<file path="src/rtl/video_scanout.sv">
`default_nettype none
// ============================================================================
// Module  : video_scanout
// Brief   : Raster timing generator and 1-bit bitmap serialiser fed from VRAM.
// Rev     : 1.0  initial release
// ============================================================================
module video_scanout #(
    parameter int CLK_DIV        = 4,
    parameter int H_TOTAL        = 96,
    parameter int H_SYNC         = 8,
    parameter int H_ACTIVE_START = 24,
    parameter int BYTES_PER_LINE = 8,
    parameter int V_TOTAL        = 312,
    parameter int V_SYNC         = 3,
    parameter int V_ACTIVE_START = 40,
    parameter int V_ACTIVE_LINES = 64,
    parameter int ADDR_W         = 12,
    parameter logic [ADDR_W-1:0] VRAM_BASE = 12'hF00
) (
    input  logic              clk,
    input  logic              reset,
    input  logic              videoEnable,
    output logic [ADDR_W-1:0] vramAddr,
    output logic              vramRead,
    input  logic [7:0]        vramData,
    output logic              videoSync,
    output logic              videoPixel,
    output logic              frameStart,
    output logic              vblank
);

    localparam int c_div_w = (CLK_DIV > 1) ? $clog2(CLK_DIV) : 1;
    localparam int c_h_w   = $clog2(H_TOTAL);
    localparam int c_v_w   = $clog2(V_TOTAL);

    localparam logic [c_div_w-1:0] c_div_last = c_div_w'(CLK_DIV - 1);
    localparam logic [c_div_w-1:0] c_div_pre  = c_div_w'(CLK_DIV - 2);
    localparam logic [c_h_w-1:0]   c_h_last   = c_h_w'(H_TOTAL - 1);
    localparam logic [c_v_w-1:0]   c_v_last   = c_v_w'(V_TOTAL - 1);

    localparam int c_fetch_first = H_ACTIVE_START - 1;
    localparam int c_fetch_last  = c_fetch_first + 8 * (BYTES_PER_LINE - 1);
    localparam int c_h_act_end   = H_ACTIVE_START + 8 * BYTES_PER_LINE;
    localparam int c_v_act_end   = V_ACTIVE_START + V_ACTIVE_LINES;
    localparam logic [2:0] c_grp_phase = 3'(H_ACTIVE_START % 8);

    logic [c_div_w-1:0] r_div_cnt;
    logic [c_h_w-1:0]   r_h_count;
    logic [c_v_w-1:0]   r_v_count;

    logic [ADDR_W-1:0]  r_addr;
    logic               r_read;
    logic               r_data_valid;
    logic [7:0]         r_shift;
    logic               r_pixel;
    logic               r_sync;
    logic               r_vblank;
    logic               r_frame_start;

    logic               w_pix_en;
    logic               w_h_wrap;
    logic               w_v_wrap;
    logic               w_hs;
    logic               w_vs;
    logic               w_active_line;
    logic               w_in_window;
    logic               w_grp_start;
    logic               w_fetch_slot;
    logic [c_h_w-1:0]   w_fetch_off;
    logic [c_h_w-4:0]   w_fetch_k;
    logic [c_v_w-1:0]   w_line_idx;
    logic [ADDR_W-1:0]  w_fetch_addr;

    assign w_pix_en = (r_div_cnt == c_div_last);
    assign w_h_wrap = w_pix_en && (r_h_count == c_h_last);
    assign w_v_wrap = w_h_wrap && (r_v_count == c_v_last);

    assign w_hs          = (int'(r_h_count) < H_SYNC);
    assign w_vs          = (int'(r_v_count) < V_SYNC);
    assign w_active_line = (int'(r_v_count) >= V_ACTIVE_START) && (int'(r_v_count) < c_v_act_end);
    assign w_in_window   = w_active_line && (int'(r_h_count) >= H_ACTIVE_START)
                           && (int'(r_h_count) < c_h_act_end);
    assign w_grp_start   = (r_h_count[2:0] == c_grp_phase);

    // Slot is decoded one clk ahead so the read strobe lands registered on the pixEn clk.
    assign w_fetch_off  = r_h_count - c_h_w'(c_fetch_first);
    assign w_fetch_k    = w_fetch_off[c_h_w-1:3];
    assign w_line_idx   = r_v_count - c_v_w'(V_ACTIVE_START);
    assign w_fetch_slot = w_active_line && videoEnable && (r_div_cnt == c_div_pre)
                          && (int'(r_h_count) >= c_fetch_first)
                          && (int'(r_h_count) <= c_fetch_last)
                          && (w_fetch_off[2:0] == 3'd0);
    assign w_fetch_addr = VRAM_BASE + ADDR_W'(w_line_idx) * ADDR_W'(BYTES_PER_LINE)
                          + ADDR_W'(w_fetch_k);

    always_ff @(posedge clk or negedge reset) begin
        if (!reset) begin
            r_div_cnt <= '0;
            r_h_count <= '0;
            r_v_count <= '0;
        end else begin
            r_div_cnt <= w_pix_en ? '0 : r_div_cnt + 1'b1;
            if (w_pix_en) begin
                r_h_count <= (r_h_count == c_h_last) ? '0 : r_h_count + 1'b1;
            end
            if (w_h_wrap) begin
                r_v_count <= (r_v_count == c_v_last) ? '0 : r_v_count + 1'b1;
            end
        end
    end

    always_ff @(posedge clk or negedge reset) begin
        if (!reset) begin
            r_addr        <= '0;
            r_read        <= 1'b0;
            r_data_valid  <= 1'b0;
            r_sync        <= 1'b1;
            r_vblank      <= 1'b1;
            r_frame_start <= 1'b0;
        end else begin
            r_read        <= w_fetch_slot;
            r_data_valid  <= r_read;
            if (w_fetch_slot) begin
                r_addr <= w_fetch_addr;
            end
            r_sync        <= ~(w_hs ^ w_vs);
            r_vblank      <= ~w_active_line;
            r_frame_start <= w_v_wrap;
        end
    end

    // Pixel updates at the end of the first clk of each pixel period, so the
    // visible pixel lags the counters by one clk, aligned with videoSync.
    always_ff @(posedge clk or negedge reset) begin
        if (!reset) begin
            r_shift <= '0;
            r_pixel <= 1'b0;
        end else if (!videoEnable) begin
            r_shift <= '0;
            r_pixel <= 1'b0;
        end else if (r_div_cnt == '0) begin
            if (!w_in_window) begin
                r_shift <= '0;
                r_pixel <= 1'b0;
            end else if (w_grp_start) begin
                if (r_data_valid) begin
                    r_shift <= {vramData[6:0], 1'b0};
                    r_pixel <= vramData[7];
                end else begin
                    r_shift <= '0;
                    r_pixel <= 1'b0;
                end
            end else begin
                r_shift <= {r_shift[6:0], 1'b0};
                r_pixel <= r_shift[7];
            end
        end
    end

    assign vramAddr   = r_addr;
    assign vramRead   = r_read;
    assign videoSync  = r_sync;
    assign videoPixel = r_pixel;
    assign frameStart = r_frame_start;
    assign vblank     = r_vblank;

endmodule
`default_nettype wire

</file>
<file path="config.mk">
export PLATFORM = sky130hd
export DESIGN_NAME = video_scanout
export DESIGN_NICKNAME = d
export VERILOG_FILES = /design/src/rtl/video_scanout.sv
export SDC_FILE = /design/constraint.sdc
export NUM_CORES = 1
export LEC_CHECK = 0
export ABC_AREA = 1
export ABC_CLOCK_PERIOD_IN_PS = 2300
export BUFFER_PORTS_ARGS = -buffer_cell sky130_fd_sc_hd__buf_4
export CORE_ASPECT_RATIO = 2
export CORE_UTILIZATION = 40
export CTS_CLUSTER_DIAMETER = 30
export DETAILED_ROUTE_END_ITERATION = 7
export GPL_TIMING_DRIVEN = 0
export PLACE_DENSITY = 0.66
export SYNTH_ARGS = -nofsm -noshare
export SYNTH_HDL_FRONTEND = slang
export SYNTH_SLANG_ARGS = --single-unit
export TNS_END_PERCENT = 10
</file>
<file path="constraint.sdc">
create_clock -name clk -period 2.3 [get_ports clk]
set_clock_uncertainty 0.15 [all_clocks]
set_input_delay 0.575 -clock clk [delete_from_list [all_inputs] [get_ports clk]]
set_output_delay 0.575 -clock clk [all_outputs]
set_load 0.01 [all_outputs]
</file>
==> out/qor.txt <==
stages on the worst setup path -> 16
drt via density -> 5.07
M2 GR Usage -> 0.364
drt wl/cell -> 13.3 µm
final std cells w/o fill -> 424
Avg Inst Size Synth -> 7.86 µm²
CTS tree -> yes
slowest CP cell -> dfrtp_1
Syn. warnings -> 0
Die X -> 57.7 µm
Most used DFF post-synth -> dfrtp_1
Largest delay share family, worst path -> simple AND/OR/NAND/NOR gates
status -> finished, violations left
Area growth, synth to finish -> 24.3%
H-Tree Depth -> 2
Die Y -> 113 µm
EDFF count, synth -> 0
violated checks -> design-rule violations
Buf+Inv Stages, Crit Path -> 0
most frequent cell after synthesis -> nand2_1
Worst slew margin -> 0.634
I/O Pins -> 28
reg2reg setup slack -> 0.08 ns
final setup margin -> 0.0791 ns
Worst path most repeated cell -> nand2_2
total negative slack -> 0 ns
Reg-to-Reg Start -> r_h_count[0]
Slew Viols, Final -> 0
CP startpoint kind -> flip-flop
Pwr Total -> 1.70 mW
RSZ-0062 raised after global routing -> true
Finished Cell Area -> 3090 µm²
M3 GR Usage -> 0.0420
clock slew seen by the registers of the worst setup and hold paths -> 0.06 ns
endpoint class of the critical path -> flip-flop
CP cell instances -> ha_2 -> nand2_2 -> nand2_2 -> a21oi_2 -> xor2_1 -> ha_2 -> ha_4 -> nand2_4 -> nor2_4 -> nand2_2 -> nand2_2 -> nor2_2 -> nand3_1 -> nand2_1 -> nand2_1 -> nand2_1
leakage -> 1.54 nW
Synth top area share -> 0.413
CTS Buffer Depth -> 2
sequential area share after synthesis -> 0.434
Fmax -> 450 MHz
Cell variety after synth -> 30
first-pass GRT wire length -> 9.50 mm
Antenna Nets Post-Route -> 0
PD cells -> 550 nW/µm²
Via Count -> 2150
path type of the worst setup path -> reg2reg
Final Hold Viols -> 0
CP Capture Point -> vramAddr[11]
Max-Cap Viols -> 0
Rows -> 40
Ant. Diodes -> 0
Tcrit/Tclk final -> 0.966
Placeable Area -> 6010 µm²
die area -> 6540 µm²
Pre-antenna DRT Iters -> 8
HPWL Detailed -> 4.17 mm
Hold Path Class -> in2async
Starting Density -> 0.413
DRT iter0 DRCs -> 80
Required @ worst endpoint -> 2.33 ns
Routability Congestion -> 0.866
Peak VDD IR -> 0.000366 V
Mapped Cells -> 316
cell taking the most area after synthesis -> dfrtp_1
Top Usage Layer GRT -> met2
worst slew pin tran -> 0.549 ns
Max stage delay on crit path -> 0.39 ns
GRT Total Usage -> 0.191
CTS hold repair buffers -> 0
Register-to-Register Path Depth -> 16
crit-path max FO -> 2
TritonCTS Buffers -> 5
Synth Register Bits -> 43
main area contributors after synthesis -> dfrtp_1 (41%), nand2_1 (14%), ha_1 (6.6%), nand3_1 (4.8%), inv_1 (4.5%)
commonest cells in the netlist -> nand2_1 (91), dfrtp_1 (41), inv_1 (30)
clock sinks -> 43
met1 GRT Util -> 0.186
placed insts -> 406
FFs w/ async S/R, synth -> 1.00
Skew-Pair Late Insertion Delay -> 0.29 ns
GRT Residual Overflow -> 0
CP startpoint -> r_h_count[0]
port bufs -> 27
R2R Path End -> vramAddr[11]
mapped cell area -> 2480 µm²
final net count -> 384
largest net degree at the start of global routing -> 44
DP Area -> 2760 µm²
vias in the first global route -> 2095
# setup viols final -> 0
pre-CTS setup slack -> -0.232 ns
initial antenna violation count -> 0
syn_nets -> 340
share of cells above drive strength 1 -> 0.227
minimum clock period -> 2.22 ns
critical path data arrival time -> 2.25 ns
final WL -> 5.62 mm
Residual DRC -> 5
CTS root buffer -> clkbuf_16
==> power by group <==
part	internal, mW	switching, mW
logic	0.0111	0.0196
registers	0.757	0
clock network	0.622	0.288
==> area by class of cell <==
class / count / area, µm²
well taps: 63 / 78.8
clock inverters: 2 / 60.1
repair buffers: 37 / 278
multi-input cells: 228 / 1270
fillers: 607 / 2920
flip-flops and latches: 43 / 1080
plain buffers: 8 / 51.3
inverters: 37 / 139
clock buffers: 6 / 129
==> what timing repair did <==
action                     4_1_cts  5_1_grt
setup buffers                    7        3
resized for setup                8        9
pin swaps                        8        8
setup endpoints to repair        4        6
gates cloned                     0        0
==> routing by layer <==
metal | share of wire | vias to the layer above | routed length, µm
met3 | 0.031 | 10 | 175
met4 | 0.027 | 0 | 149
met5 | 0 | - | 0
li1 | - | 1104 | -
met1 | 0.37 | 999 | 2070
met2 | 0.57 | 37 | 3220
==> worst register-to-register path, cell delays in order, from the launching register on <==
cell	delay (ns)
dfrtp_1	0.39
ha_2	0.20
nand2_2	0.08
nand2_2	0.06
a21oi_2	0.14
xor2_1	0.19
ha_2	0.24
ha_4	0.15
nand2_4	0.06
nor2_4	0.10
nand2_2	0.06
nand2_2	0.08
nor2_2	0.04
nand3_1	0.06
nand2_1	0.05
nand2_1	0.05
nand2_1	0.04
==> sequential cells by signal (all words and copies together) (netlist names) <==
name,count
r_v_count,9
r_data_valid,1
r_div_cnt,2
frameStart,1
vramRead,1
videoPixel,1
vramAddr,12
r_h_count,7
videoSync,1
r_shift,7
vblank,1
==> cells in the final DEF, fill, tap and decap left out, types with 3 or more instances in the layout <==
master / instances
ha_1: 10
nor3_1: 6
nand2_1: 87
nor2_2: 4
o21ai_1: 14
inv_2: 6
nor2_1: 22
dfrtp_1: 40
xnor2_1: 3
clkbuf_16: 5
o21ai_0: 8
nand2_2: 5
a21oi_1: 8
nand4_1: 5
xor2_1: 8
buf_2: 4
buf_4: 37
a21oi_2: 3
nand3_1: 24
o22ai_1: 5
a31oi_1: 4
inv_1: 30
==> worst min path at each step <==
stage	endpoint	slack (ns)
after floorplan	frameStart	0.13
after global placement	r_data_valid	0.21
after detailed placement	r_data_valid	0.22
after CTS	r_div_cnt[1]	0.15
after global routing	r_div_cnt[1]	0.16
final	r_div_cnt[1]	0.13
==> cells by family (layout without fill, tap and decap cells) <==
group | count (synthesis) | count (layout) | synth area share
AND/OR/NAND/NOR | 160 | 160 | 0.289
flip-flops | 43 | 43 | 0.434
adder cells (fa/ha/maj) | 13 | 13 | 0.0655
XOR/XNOR | 11 | 11 | 0.0388
AO/OA/AOI/OAI | 44 | 44 | 0.0953
buffers and inverters | 45 | 90 | 0.0766
==> metrics by stage <==
step,util,hold slack [ns]
floorplan,-,0.129
global placement,0.460,0.212
detailed placement,0.460,0.223
CTS,0.505,0.146
global route,0.514,0.163
finish,0.514,0.127
(Power assumes the default switching activity.)
